$ cat config.mk
export PLATFORM = sky130hd
export DESIGN_NAME = output_scaler_sequencer
export DESIGN_NICKNAME = d
export VERILOG_FILES = /design/src/rtl/output_scaler_sequencer.sv
export SDC_FILE = /design/constraint.sdc
export NUM_CORES = 2
export LEC_CHECK = 0
export BUFFER_PORTS_ARGS = -buffer_cell sky130_fd_sc_hd__buf_4
export CORE_UTILIZATION = 50
export CTS_BUF_LIST = sky130_fd_sc_hd__clkbuf_16
export DETAILED_ROUTE_END_ITERATION = 10
export PLACE_DENSITY = 0.63
export SLEW_MARGIN = 20
export SYNTH_ARGS = -nofsm -noshare
export SYNTH_HDL_FRONTEND = slang
export SYNTH_SLANG_ARGS = --single-unit
$ cat constraint.sdc
create_clock -name clk -period 3.6 [get_ports clk]
set_input_delay 0.54 -clock clk [delete_from_list [all_inputs] [get_ports clk]]
set_output_delay 0.54 -clock clk [all_outputs]
set_load 0.03 [all_outputs]
$ cat src/rtl/output_scaler_sequencer.sv
// Output-scaler sequencer.
// Holds a per-channel quantisation table, walks channel/pixel counters over
// the accumulator stream, registers each beat together with its channel's
// parameters for an external combinational scaler, and captures the scaler
// result into a valid/ready output stage that tags the final beat of a run.
module output_scaler_sequencer #(
  parameter int NUM_CH_MAX     = 32,
  parameter int PX_W           = 16,
  parameter int inputWidth     = 20,
  parameter int maxOutputWidth = 8,
  parameter int fixedPointBits = 16,
  parameter int shiftBits      = 16,
  localparam int CH_W          = $clog2(NUM_CH_MAX) + 1,
  localparam int IDX_W         = CH_W - 1
) (
  input  logic                             clk,
  input  logic                             rst,
  // run control
  input  logic                             start_i,
  input  logic [CH_W-1:0]                  num_ch_i,
  input  logic [PX_W-1:0]                  num_px_i,
  input  logic                             cfg_unsigned_i,
  input  logic [3:0]                       cfg_obits_i,
  output logic                             busy_o,
  output logic                             done_o,
  // parameter table write port
  input  logic                             prm_we_i,
  input  logic [IDX_W-1:0]                 prm_addr_i,
  input  logic [fixedPointBits-1:0]        prm_scale_i,
  input  logic [shiftBits-1:0]             prm_shift_i,
  input  logic [maxOutputWidth-1:0]        prm_offset_i,
  input  logic [31:0]                      prm_bias_i,
  output logic                             prm_err_o,
  // accumulator stream
  input  logic                             acc_valid_i,
  output logic                             acc_ready_o,
  input  logic signed [inputWidth-1:0]     acc_data_i,
  // operands to / result from the external scaler
  output logic signed [inputWidth-1:0]     sc_wx_o,
  output logic [fixedPointBits-1:0]        sc_scale_o,
  output logic [shiftBits-1:0]             sc_shift_o,
  output logic [maxOutputWidth-1:0]        sc_offset_o,
  output logic [31:0]                      sc_bias_o,
  output logic                             sc_unsigned_o,
  output logic [3:0]                       sc_output_bits_o,
  input  logic [maxOutputWidth-1:0]        sc_y_i,
  // output stream
  output logic                             out_valid_o,
  input  logic                             out_ready_i,
  output logic [maxOutputWidth-1:0]        out_data_o,
  output logic [IDX_W-1:0]                 out_ch_o,
  output logic                             out_last_o,
  // observability
  output logic [1:0]                       dbg_state_o
);

  typedef enum logic [1:0] {
    ST_IDLE  = 2'd0,
    ST_RUN   = 2'd1,
    ST_DRAIN = 2'd2
  } state_t;

  state_t state_q, state_d;

  // Parameter table
  logic [fixedPointBits-1:0] tbl_scale  [NUM_CH_MAX];
  logic [shiftBits-1:0]      tbl_shift  [NUM_CH_MAX];
  logic [maxOutputWidth-1:0] tbl_offset [NUM_CH_MAX];
  logic [31:0]               tbl_bias   [NUM_CH_MAX];

  // Run configuration and counters
  logic [CH_W-1:0]  num_ch_q;
  logic [PX_W-1:0]  num_px_q;
  logic             unsigned_q;
  logic [3:0]       obits_q;
  logic [IDX_W-1:0] ch_q;
  logic [PX_W-1:0]  px_q;

  // Pipeline stages: S1 = scaler operands, S2 = captured result
  logic             v1_q;
  logic [IDX_W-1:0] ch1_q;
  logic             last1_q;
  logic             v2_q;

  logic done_q;
  logic err_q;

  logic is_idle;
  logic start_ok;
  logic start_bad;
  logic addr_ok;
  logic prm_wr_ok;
  logic prm_reject;
  logic ch_last;
  logic px_last;
  logic beat_last;
  logic adv2;
  logic acc_accept;
  logic last_hs;

  assign is_idle    = (state_q == ST_IDLE);
  assign start_ok   = (num_ch_i != '0) && (num_px_i != '0) &&
                      (num_ch_i <= CH_W'(NUM_CH_MAX));
  assign start_bad  = is_idle & start_i & ~start_ok;
  assign addr_ok    = ({1'b0, prm_addr_i} < CH_W'(NUM_CH_MAX));
  assign prm_wr_ok  = prm_we_i & is_idle & addr_ok;
  assign prm_reject = prm_we_i & ~prm_wr_ok;

  assign ch_last    = ({1'b0, ch_q} == (num_ch_q - CH_W'(1)));
  assign px_last    = (px_q == (num_px_q - PX_W'(1)));
  assign beat_last  = ch_last & px_last;

  // Handshakes: a beat moves on a cycle where its valid and the consumer's
  // ready are both high at the clock edge. S2 takes S1 whenever S2 is empty
  // or is handing its beat downstream; S1 accepts a new beat whenever it is
  // empty or is moving into S2, so a full pipeline runs at one beat per cycle
  // and everything holds still while out_ready_i is low.
  assign adv2        = v1_q & (~v2_q | out_ready_i);
  assign acc_ready_o = (state_q == ST_RUN) & (~v1_q | adv2);
  assign acc_accept  = acc_valid_i & acc_ready_o;
  assign last_hs     = (state_q == ST_DRAIN) & v2_q & out_ready_i & out_last_o;

  assign busy_o           = (state_q == ST_RUN) | (state_q == ST_DRAIN);
  assign done_o           = done_q;
  assign prm_err_o        = err_q;
  assign out_valid_o      = v2_q;
  assign sc_unsigned_o    = unsigned_q;
  assign sc_output_bits_o = obits_q;
  assign dbg_state_o      = state_q;

  // State register
  always_ff @(posedge clk) begin
    if (rst) state_q <= ST_IDLE;
    else     state_q <= state_d;
  end

  // Next-state logic: run until the last beat is accepted, drain until it leaves
  always_comb begin
    state_d = state_q;
    case (state_q)
      ST_IDLE:  if (start_i && start_ok)         state_d = ST_RUN;
      ST_RUN:   if (acc_accept && beat_last)     state_d = ST_DRAIN;
      ST_DRAIN: if (last_hs)                     state_d = ST_IDLE;
      default:                                   state_d = ST_IDLE;
    endcase
  end

  // Parameter table: cleared on reset, written only from IDLE with an in-range index
  always_ff @(posedge clk) begin
    if (rst) begin
      for (int i = 0; i < NUM_CH_MAX; i++) begin
        tbl_scale[i]  <= '0;
        tbl_shift[i]  <= '0;
        tbl_offset[i] <= '0;
        tbl_bias[i]   <= '0;
      end
    end else if (prm_wr_ok) begin
      tbl_scale[prm_addr_i]  <= prm_scale_i;
      tbl_shift[prm_addr_i]  <= prm_shift_i;
      tbl_offset[prm_addr_i] <= prm_offset_i;
      tbl_bias[prm_addr_i]   <= prm_bias_i;
    end
  end

  // Run configuration latch and channel/pixel walk
  always_ff @(posedge clk) begin
    if (rst) begin
      num_ch_q   <= '0;
      num_px_q   <= '0;
      unsigned_q <= 1'b0;
      obits_q    <= '0;
      ch_q       <= '0;
      px_q       <= '0;
    end else if (is_idle && start_i) begin
      num_ch_q   <= num_ch_i;
      num_px_q   <= num_px_i;
      unsigned_q <= cfg_unsigned_i;
      obits_q    <= cfg_obits_i;
      ch_q       <= '0;
      px_q       <= '0;
    end else if (acc_accept) begin
      if (ch_last) begin
        ch_q <= '0;
        px_q <= px_q + PX_W'(1);
      end else begin
        ch_q <= ch_q + IDX_W'(1);
      end
    end
  end

  // S1: accepted beat plus its channel's parameters, held for the scaler
  always_ff @(posedge clk) begin
    if (rst) begin
      v1_q        <= 1'b0;
      ch1_q       <= '0;
      last1_q     <= 1'b0;
      sc_wx_o     <= '0;
      sc_scale_o  <= '0;
      sc_shift_o  <= '0;
      sc_offset_o <= '0;
      sc_bias_o   <= '0;
    end else if (acc_accept) begin
      v1_q        <= 1'b1;
      ch1_q       <= ch_q;
      last1_q     <= beat_last;
      sc_wx_o     <= acc_data_i;
      sc_scale_o  <= tbl_scale[ch_q];
      sc_shift_o  <= tbl_shift[ch_q];
      sc_offset_o <= tbl_offset[ch_q];
      sc_bias_o   <= tbl_bias[ch_q];
    end else if (adv2) begin
      v1_q        <= 1'b0;
    end
  end

  // S2: scaler result with its channel tag, presented downstream
  always_ff @(posedge clk) begin
    if (rst) begin
      v2_q       <= 1'b0;
      out_data_o <= '0;
      out_ch_o   <= '0;
      out_last_o <= 1'b0;
    end else if (adv2) begin
      v2_q       <= 1'b1;
      out_data_o <= sc_y_i;
      out_ch_o   <= ch1_q;
      out_last_o <= last1_q;
    end else if (v2_q && out_ready_i) begin
      v2_q       <= 1'b0;
    end
  end

  // One-cycle status pulses: end of run / empty run, and rejected table write
  always_ff @(posedge clk) begin
    if (rst) begin
      done_q <= 1'b0;
      err_q  <= 1'b0;
    end else begin
      done_q <= start_bad | last_hs;
      err_q  <= prm_reject;
    end
  end

endmodule

==> flow_summary.yaml <==
grt:
  grt.overflow.total: 0
  grt_start_max_net_pins: 99
  grt_first_pass_wirelength_mm: 457
  antenna_found_initial: 29
  grtUsageTotal_pct: 29.1
  grt_pass1_vias: 61448
sta:
  worst_slew_pin_slew_ps: 1010
  fin_ws_ps: 599
  rsz0062_at_grt: "false"
  period_minus_slack_ps: 3000
  finalHoldViolCount: 0
  skew_ps: 40.2
  finalCritPeriodShare_pct: 83.4
  setup-tns-final_ps: 0
  maxSlewViolCount: 0
  setup_violations: 0
  clock.fmax_mhz: 333
  relSlewSlack_pct: 32.9
  fin_hold_ws_ps: 127
routing:
  drtPass1Iterations: 5
  drtIter0Drc: 8092
  drc: 0
  drt_wl_total_mm: 323
  ant_nets: 0
  avgViaCountPerCell: 6.09
  vias: 61575
  wl_per_cell_um: 32.0
finish:
  drive_gt1_share_pct: 22.6
  syn_to_final_growth_pct: 14.2
  layout.cells.most_common_list: "and2_1 (2307), edfxtp_1 (2304), mux4_2 (720)"
  layout.nets: 7183
  layout_commonest_cell: "and2_1"
  final_core_util_pct: 57.6
die:
  die_h_um: 471
  rows: 171
  pin_count: 256
  core-area_mm2: 0.218
  initial_utilization_pct: 50.5
  die_area_mm2: 0.222
  die_x_um: 471
clock_tree:
  numClockSinks: 2470
  ctsHoldBuffers: 56
  cts_buffers: 283
  clockBufferDepth: 4
  cts-resized-gates: 0
  clk_latency_ps: 930
  postCtsSetupBuffers: 0
  htree_num_levels: 5
  clkTransAtPathRegs_ps: 60
  cts_tree: "done"
  root_buffer: "clkbuf_16"
synthesis:
  synth_fp_nets: 7043
  postSynthCellCount: 6897
  seq_area_frac_synth_pct: 65.9
  syn_area_per_cell_um2: 16.0
  ys_warn_count: 0
  synth_cell_types: 56
  synth-edff-count: 2304
  synth-seq-cells: 2470
  synth.cell_area_mm2: 0.110
  synthArstFlopShare_pct: 0
  synthFlopType: "edfxtp_1"
worst_setup_path:
  slowest_delay_ps: 570
  path_max_fanout: 28
  cpMaxStageDelayCell: "mux4_2"
  cpMostUsedCell: "mux4_2"
  crit_type: "reg -> reg"
  cp_data_arrival_time_ps: 3750
  worstPathRequired_ps: 4350
  crit_chain: "buf_12, buf_4, mux4_2, mux4_2, mux2i_1, a211oi_1"
  critPathLaunchType: "flop"
  end_kind: "flop"
placement:
  hpwl_mm: 172
  place_ws_ps: 525
  portBuffers: 255
  routabilityCongestion: 0.806
min_path:
  min_path_type: "in -> reg"
power_and_ir_drop:
  power.density_mw_per_mm2: 532
  p_leak_nw: 44.6
  ir_drop_mv: 0.445
outcome:
  status: "finished, final reports clean"
flow_run:
  maxCapViolCount: 0
==> worst paths after layout <==
check	startpoint	end	slack [ps]	cells past startpoint
max	ch_q[0]$_SDFFE_PP0P_	sc_bias_o[26]$_SDFFE_PP0P_	600	6
min	prm_shift_i[11]	tbl_shift[12][11]$_SDFFCE_PN0P_	130	2
max reg2reg	ch_q[0]$_SDFFE_PP0P_	sc_bias_o[26]$_SDFFE_PP0P_	600	6
min reg2reg	ch1_q[2]$_SDFFE_PP0P_	out_ch_o[2]$_SDFFE_PP0P_	450	2
==> synthesized netlist by cell type (8+ instances only) <==
master	count	area, um2
and2_1	2307	14400
edfxtp_1	2304	69200
mux4_2	720	16200
clkbuf_1	585	2200
dfxtp_1	166	3320
nand2_1	158	593
nor2_1	136	510
a21oi_1	76	380
mux2i_1	76	761
a211oi_1	73	548
buf_2	72	360
or2_2	34	213
xnor2_1	22	193
xor2_1	19	166
buf_1	14	52.6
nand3_1	11	55.1
nand4_1	11	68.8
inv_1	10	37.5
nor4_1	10	62.6
or3_1	10	62.6
ha_1	8	100
nor3_1	8	40.0
o21ai_0	8	40.0
==> cells by family (layout without fill, tap and decap cells) <==
family | Yosys count | in the layout | synth area share (%)
simple gates | 2729 | 2729 | 14.9
buf+inv | 683 | 1025 | 2.42
other cells | 0 | 11 | 0
flops | 2470 | 2470 | 65.9
compound gates | 170 | 170 | 0.972
fa+ha+maj | 8 | 8 | 0.0909
xor+xnor | 41 | 41 | 0.326
mux | 796 | 796 | 15.4
==> report_power, final <==
group	total, W	internal, W	leakage, nW	switching (W)
sequential	0.0332	0.0326	25.2	0.000558
combinational	0.00696	0.00284	15.0	0.00412
clock	0.0268	0.0154	4.43	0.0113
==> routing by layer <==
metal | global-route usage, % | part of all wire (%) | up-vias
li1 | - | - | 25635
met1 | 40.4 | 40 | 32234
met4 | 8.96 | 3.1 | 4
met2 | 46.9 | 48 | 3151
met3 | 5.29 | 9.4 | 551
met5 | 0 | 0.0062 | -
==> state kept, by name, summed over array words and instances (netlist names), 2 cells and up <==
name              flops
tbl_offset          256
tbl_bias           1024
out_ch_o              5
sc_offset_o           8
sc_wx_o              20
sc_bias_o            32
sc_shift_o           16
out_data_o            8
px_q                 16
tbl_scale           512
sc_output_bits_o      4
num_px_q             16
sc_scale_o           16
dbg_state_o           2
ch_q                  5
num_ch_q              6
ch1_q                 5
tbl_shift           512
==> area by class of cell <==
cell class	count	area [um2]
antenna	11	27.5
clock buffer	295	7380
clock inverter	192	1070
fill	16434	92300
inverter	10	37.5
multi-input combinational	3744	35200
sequential	2470	72500
tap	2854	3570
timing repair buffer	528	5820
==> critical path: cells and delay by family (launching register included) <==
family	cells	cell delay [ps]
AOI/OAI and AO/OA	1	120
muxes	3	1420
DFF	1	550
buffers and inverters	2	670
==> metrics by stage <==
| step | total power, W | area, um2 | cells |
|---|---|---|---|
| finish | 0.0669 | 126000 | 10104 |
| global route | 0.0687 | 126000 | 10098 |
| CTS | 0.0673 | 126000 | 10093 |
| detailed placement | 0.0407 | 117000 | 9550 |
| global placement | 0.0406 | 117000 | 9550 |
| floorplan | 0.0379 | 110000 | 6897 |
Power figures use the tool's default switching activity.
